===== src/rtl/play_engine.sv =====
// play_engine: streams a length-prefixed clip from SDRAM to the audio port through a prefetch FIFO,
// with sample repeat, address stride, pause, stop and record-copy. Define PLAY_ENGINE_LOOP_EN for endless looping.
module play_engine #(
    parameter int ADDR_W     = 23,
    parameter int DATA_W     = 32,
    parameter int FIFO_DEPTH = 4,
    parameter int REP_W      = 3,
    parameter int STRIDE_W   = 3
) (
    input  logic                i_clk,
    input  logic                i_rst,
    input  logic                play_start,
    input  logic [ADDR_W-1:0]   play_src,
    input  logic [ADDR_W-1:0]   play_dst,
    input  logic                play_record,
    input  logic [REP_W-1:0]    play_repeat,
    input  logic [STRIDE_W-1:0] play_stride,
    input  logic                play_pause,
    input  logic                play_stop,
    output logic                play_done,
    output logic                play_busy,
    output logic                sd_read,
    output logic                sd_write,
    output logic [ADDR_W-1:0]   sd_addr,
    output logic [DATA_W-1:0]   sd_writedata,
    input  logic [DATA_W-1:0]   sd_readdata,
    input  logic                sd_finished,
    output logic                aud_valid,
    output logic [DATA_W-1:0]   aud_data,
    input  logic                aud_ready
);
    localparam int PTR_W = $clog2(FIFO_DEPTH);
    localparam int CNT_W = PTR_W + 1;
    localparam logic [CNT_W-1:0] FIFO_FULL_CNT = CNT_W'(FIFO_DEPTH);

    typedef enum logic [2:0] {IDLE, RD_LEN, STREAM, WR_LEN, DONE} state_t;

    state_t              state_reg;
    logic [ADDR_W-1:0]   src_reg, dst_reg, end_addr_reg, wr_addr_reg, wcount_reg;
    // One extra bit so a stride step past the top of the address space still compares as beyond the end.
    logic [ADDR_W:0]     rd_addr_reg;
    logic                record_reg, stop_reg, pend_valid_reg;
    logic [REP_W-1:0]    repeat_reg, rep_cnt_reg;
    logic [STRIDE_W-1:0] stride_reg;
    logic [DATA_W-1:0]   pend_data_reg;
    logic                sd_read_reg, sd_write_reg;
    logic [ADDR_W-1:0]   sd_addr_reg;
    logic [DATA_W-1:0]   sd_wdata_reg;

    logic [DATA_W-1:0]   fifo_mem [FIFO_DEPTH];
    logic [PTR_W-1:0]    wr_ptr_reg, rd_ptr_reg;
    logic [CNT_W-1:0]    cnt_reg;

    logic                port_idle, fifo_empty, fifo_full, rd_in_range;
    logic                aud_valid_int, accept, pop, push, flush;
    logic [ADDR_W:0]     rd_step;

    always_comb begin
        port_idle     = !sd_read_reg && !sd_write_reg;
        fifo_empty    = (cnt_reg == '0);
        fifo_full     = (cnt_reg == FIFO_FULL_CNT);
        rd_in_range   = (rd_addr_reg <= {1'b0, end_addr_reg});
        aud_valid_int = (state_reg == STREAM) && !fifo_empty && !play_pause
                        && !pend_valid_reg && !stop_reg;
        accept        = aud_valid_int && aud_ready;
        pop           = accept && (rep_cnt_reg == repeat_reg);
        push          = (state_reg == STREAM) && sd_read_reg && sd_finished;
        // Stop completes only once the shared port is quiet.
        flush         = stop_reg && port_idle
                        && ((state_reg == STREAM) || (state_reg == RD_LEN));
        rd_step       = (ADDR_W+1)'(stride_reg) + (ADDR_W+1)'(1);
    end

    always_ff @(posedge i_clk) begin
        if (i_rst) begin
            state_reg      <= IDLE;
            src_reg        <= '0;
            dst_reg        <= '0;
            end_addr_reg   <= '0;
            wr_addr_reg    <= '0;
            wcount_reg     <= '0;
            rd_addr_reg    <= '0;
            record_reg     <= 1'b0;
            stop_reg       <= 1'b0;
            pend_valid_reg <= 1'b0;
            repeat_reg     <= '0;
            rep_cnt_reg    <= '0;
            stride_reg     <= '0;
            pend_data_reg  <= '0;
            sd_read_reg    <= 1'b0;
            sd_write_reg   <= 1'b0;
            sd_addr_reg    <= '0;
            sd_wdata_reg   <= '0;
        end else begin
            case (state_reg)
                IDLE: begin
                    stop_reg <= 1'b0;
                    if (play_start) begin
                        src_reg        <= play_src;
                        dst_reg        <= play_dst;
                        record_reg     <= play_record;
                        repeat_reg     <= play_repeat;
                        stride_reg     <= play_stride;
                        wcount_reg     <= '0;
                        rep_cnt_reg    <= '0;
                        pend_valid_reg <= 1'b0;
                        sd_read_reg    <= 1'b1;
                        sd_addr_reg    <= play_src;
                        state_reg      <= RD_LEN;
                    end
                end
                RD_LEN: begin
                    if (play_stop) stop_reg <= 1'b1;
                    if (sd_read_reg && sd_finished) begin
                        sd_read_reg <= 1'b0;
                        if (!stop_reg && !play_stop) begin
                            end_addr_reg <= src_reg + sd_readdata[ADDR_W-1:0];
                            rd_addr_reg  <= {1'b0, src_reg + ADDR_W'(1)};
                            wr_addr_reg  <= dst_reg + ADDR_W'(1);
                            state_reg    <= STREAM;
                        end
                    end else if (flush) begin
                        stop_reg <= 1'b0;
                        if (record_reg) begin
                            sd_write_reg <= 1'b1;
                            sd_addr_reg  <= dst_reg;
                            sd_wdata_reg <= DATA_W'(wcount_reg);
                            state_reg    <= WR_LEN;
                        end else begin
                            state_reg <= DONE;
                        end
                    end
                end
                STREAM: begin
                    if (play_stop) stop_reg <= 1'b1;
                    if (sd_read_reg && sd_finished) begin
                        sd_read_reg <= 1'b0;
                        rd_addr_reg <= rd_addr_reg + rd_step;
                    end
                    if (sd_write_reg && sd_finished) begin
                        sd_write_reg   <= 1'b0;
                        pend_valid_reg <= 1'b0;
                        wr_addr_reg    <= wr_addr_reg + ADDR_W'(1);
                        wcount_reg     <= wcount_reg + ADDR_W'(1);
                    end
                    if (accept) rep_cnt_reg <= pop ? '0 : rep_cnt_reg + REP_W'(1);
                    if (pop && record_reg) begin
                        pend_valid_reg <= 1'b1;
                        pend_data_reg  <= fifo_mem[rd_ptr_reg];
                    end
                    if (flush) begin
                        stop_reg       <= 1'b0;
                        pend_valid_reg <= 1'b0;
                        rep_cnt_reg    <= '0;
                        if (record_reg) begin
                            sd_write_reg <= 1'b1;
                            sd_addr_reg  <= dst_reg;
                            sd_wdata_reg <= DATA_W'(wcount_reg);
                            state_reg    <= WR_LEN;
                        end else begin
                            state_reg <= DONE;
                        end
                    end else if (port_idle && !stop_reg && !play_stop) begin
                        // Pending record write wins over the next prefetch read.
                        if (pend_valid_reg) begin
                            sd_write_reg <= 1'b1;
                            sd_addr_reg  <= wr_addr_reg;
                            sd_wdata_reg <= pend_data_reg;
                        end else if (!rd_in_range && fifo_empty) begin
                            if (record_reg) begin
                                sd_write_reg <= 1'b1;
                                sd_addr_reg  <= dst_reg;
                                sd_wdata_reg <= DATA_W'(wcount_reg);
                                state_reg    <= WR_LEN;
                            end else begin
`ifdef PLAY_ENGINE_LOOP_EN
                                rd_addr_reg <= {1'b0, src_reg + ADDR_W'(1)};
`else
                                state_reg <= DONE;
`endif
                            end
                        end else if (rd_in_range && !fifo_full && !play_pause) begin
                            sd_read_reg <= 1'b1;
                            sd_addr_reg <= rd_addr_reg[ADDR_W-1:0];
                        end
                    end
                end
                WR_LEN: begin
                    stop_reg <= 1'b0;
                    if (sd_write_reg && sd_finished) begin
                        sd_write_reg <= 1'b0;
                        state_reg    <= DONE;
                    end
                end
                DONE: begin
                    stop_reg  <= 1'b0;
                    state_reg <= IDLE;
                end
                default: state_reg <= IDLE;
            endcase
        end
    end

    generate
        for (genvar gi = 0; gi < FIFO_DEPTH; gi++) begin : g_fifo
            always_ff @(posedge i_clk) begin
                if (push && (wr_ptr_reg == PTR_W'(gi))) fifo_mem[gi] <= sd_readdata;
            end
        end
    endgenerate

    always_ff @(posedge i_clk) begin
        if (i_rst || flush) begin
            wr_ptr_reg <= '0;
            rd_ptr_reg <= '0;
            cnt_reg    <= '0;
        end else begin
            if (push) wr_ptr_reg <= wr_ptr_reg + PTR_W'(1);
            if (pop)  rd_ptr_reg <= rd_ptr_reg + PTR_W'(1);
            cnt_reg <= cnt_reg + CNT_W'(push) - CNT_W'(pop);
        end
    end

    assign play_done    = (state_reg == DONE);
    assign play_busy    = (state_reg != IDLE);
    assign sd_read      = sd_read_reg;
    assign sd_write     = sd_write_reg;
    assign sd_addr      = sd_addr_reg;
    assign sd_writedata = sd_wdata_reg;
    assign aud_valid    = aud_valid_int;
    assign aud_data     = fifo_mem[rd_ptr_reg];

endmodule


===== config.mk =====
export PLATFORM = sky130hd
export DESIGN_NAME = play_engine
export DESIGN_NICKNAME = d
export VERILOG_FILES = /design/src/rtl/play_engine.sv
export SDC_FILE = /design/constraint.sdc
export NUM_CORES = 1
export LEC_CHECK = 0
export ABC_CLOCK_PERIOD_IN_PS = 7600
export BUFFER_PORTS_ARGS = -buffer_cell sky130_fd_sc_hd__buf_4
export CORE_ASPECT_RATIO = 0.6
export CORE_MARGIN = 1.5
export CORE_UTILIZATION = 47
export CTS_CLUSTER_DIAMETER = 80
export DETAILED_ROUTE_END_ITERATION = 6
export GPL_TIMING_DRIVEN = 0
export MAX_ROUTING_LAYER = met4
export PLACE_DENSITY_LB_ADDON = 0.25
export SYNTH_ARGS = -nofsm -noshare
export SYNTH_HDL_FRONTEND = slang
export SYNTH_SLANG_ARGS = --single-unit

===== constraint.sdc =====
create_clock -name i_clk -period 7.6 [get_ports i_clk]
set_input_delay 1.14 -clock i_clk [delete_from_list [all_inputs] [get_ports i_clk]]
set_output_delay 1.14 -clock i_clk [all_outputs]
set_load 0.005 [all_outputs]

==> out/metrics.cfg <==
[logic_synthesis]
seq_area_frac_synth=0.461
yosys_warnings=0
yosysTopAreaCell=dfxtp_1
syn_nets=2235
synth.distinct_cells=77
synthFlopType=dfxtp_1
synth_top_area_share=0.262
synthTopCellsByArea=dfxtp_1 (26%), edfxtp_1 (20%), nand2_1 (7.0%)
synth_edf_count=128
async_flop_share=0
synthMostInstantiatedCell=nand2_1
ys_seq_elements=380
synth_top_cells_by_count=nand2_1 (357), dfxtp_1 (252), a21oi_1 (209), nor2_1 (150), edfxtp_1 (128)
synth.cell_area_sq_mm=0.0193
synthCells=2082
syn_avg_cell_area_sq_um=9.25

[global_routing]
grt_pass1_vias=16100
grt_pass1_wl_um=99500
grtUsageTotal=0.320
grt_overflow=0
grt_antenna_before_repair=0
grt_max_degree=33

[cells_and_area]
utilization=0.556
area_growth_pct=16.7
largest_reg_flops=128
final_cell_area_sq_mm=0.0225
drive_above_1_share=0.146
diodes=0
nets=2458

[sta]
finalSetupViolations=0
max_freq_mhz=147
fin_crit_ns=6.81
finalCritPeriodShare=0.896
fin_setup_tns_ns=0
drv_slew=0
tightest_slew_ns=1.16
relSlewSlack=0.222
rsz0062_at_grt=no
hold_viol=0
finClkSkew_ns=0.0163

[clock_network]
hold_buffers=0
root_buffer=clkbuf_16
clk_pin_slew_ns=0.07
post_cts_resized=0
clock_latency_ns=0.54
clkSinkCount=380
cts_buffers=38
cts_tree=done
cts_max_level=2
clock_path_buffers=3
post_cts_buffers=0

[floorplan]
die-height_um=160
core_sq_mm=0.0404
ios=184
die_area_sq_mm=0.0422
die_w_um=264
fp-row-count=57
initial_core_util=0.476

[power_and_ir_drop]
ir_drop_v=0.000190
p_per_area_mw_per_mm2=258
power.leakage_nw=7.86

[setup_path]
crit_path_top_delay_cell=nor4_2
cp.required_ns=7.99
critPathKind=register to register
end_kind=register
worst-r2r-cell-count=15
cp_cell_sequence=buf_4 -> nor3b_2 -> buf_4 -> clkbuf_1 -> buf_1 -> clkbuf_1 -> nand2_1 -> nand2_1 -> ha_1 -> nand3_1 -> nor4_2 -> nor4b_1 -> o21ai_0 -> nand2_1 -> a31oi_1
cpMostUsedCell=nand2_1
crit_buf_inv=5
cp.arrival_ns=7.20
crit_family=simple AND/OR/NAND/NOR gates
worst-path-stages=15
cp_max_fo=10
start_kind=register
critPathMaxStageDelay_ns=0.85

[place]
hpwlAfterDp_um=51700
gp_congestion=1.04
dpl_cell_area_sq_mm=0.0213
io_buffers=183

[run_status]
status=complete, no violations

[routing]
postRouteWirelength_um=67400
wire_per_inst_um=23.5
route.detailed.drc=0
vias_per_cell=6.14
first_iter_violations=2160
vias=17600
ant_nets=0
firstDrtPassIters=6

[flow_run]
maxCapViolCount=0

[min_path]
hp-class=register to register
hold_depth=2

## power by group
part / switching (mW) / internal (mW) / total (mW)
combinational: 1.00 / 0.563 / 1.57
clock: 0.821 / 1.03 / 1.85
sequential: 0.155 / 2.22 / 2.37
## cells by family (layout without fill, tap and decap cells)
family,Yosys count,in the layout,share of synthesized area
AND/OR/NAND/NOR,758,758,0.182
flip-flops,380,380,0.461
adder cells (fa/ha/maj),61,61,0.0408
multiplexers,100,100,0.0733
buffers and inverters,190,439,0.0397
XOR/XNOR,64,64,0.0291
AO/OA/AOI/OAI,529,529,0.174
## cells in the final DEF (no fill, tap or decap), types with 6 or more instances in the layout
cell type and n:
nand2_1 357, dfxtp_1 252, a21oi_1 209, buf_4 192
nor2_1 150, edfxtp_1 128, clkbuf_1 111, o21ai_0 108
a211oi_1 70, mux2i_1 62, ha_1 58, nand3_1 55
inv_1 54, clkbuf_16 39, xor2_1 33, nor4_1 33
mux4_2 32, xnor2_1 31, nand3b_1 27, nor3_1 24
and3_1 22, nand4_1 21, a211oi_2 20, a31oi_1 19
or3_1 16, buf_1 13, a21o_1 13, o2111ai_1 12
buf_2 11, o211ai_1 11, a22o_1 10, o31ai_1 10
nand2b_1 8, or2_2 7, a22oi_1 7, clkinv_1 7
nor2b_1 6
## area by class of cell
cell class,count,area (sq um)
plain buffers,136,562
clock buffers,50,1040
clock inverters,16,133
fillers,3634,18000
inverters,54,203
multi-input cells,1512,9610
flip-flops and latches,380,8890
well taps,531,664
repair buffers,183,1370
## per-stage QoR
step / hold slack, ns / setup slack [ns] / power (mW) / instances
after floorplan: 0.432 / 4.14 / 3.34 / 2082
after global routing: 0.464 / 0.944 / 6.00 / 2862
after global placement: 0.442 / 1.40 / 3.88 / 2796
after detailed placement: 0.445 / 1.46 / 3.92 / 2796
final: 0.451 / 0.791 / 5.79 / 2862
after CTS: 0.453 / 1.43 / 5.74 / 2862
## worst reg2reg max path: cells and delay by family, from the launching register on
kind	cells	cell delay (ns)
AND/OR/NAND/NOR	7	2.87
AO/OA/AOI/OAI	2	0.34
buffers and inverters	5	2.77
adder cells (fa/ha/maj)	1	0.40
flip-flops	1	0.31
## final timing paths
check,startpoint,to,slack (ns)
worst max-delay path,state_reg[1],wr_addr_reg[22],0.79
worst min-delay path,end_addr_reg[3],end_addr_reg[3],0.45
worst max register to register,state_reg[1],wr_addr_reg[22],0.79
worst min register to register,end_addr_reg[3],end_addr_reg[3],0.45
## routing by layer
metal / wire [um] / vias up / GRT usage
li1: - / 7979 / -
met1: 31500 / 8529 / 0.494
met2: 26300 / 951 / 0.415
met3: 8490 / 105 / 0.0887
met4: 1070 / 0 / 0.0520
met5: 0 / - / -
Note: power is estimated with default switching activity, not from simulation.
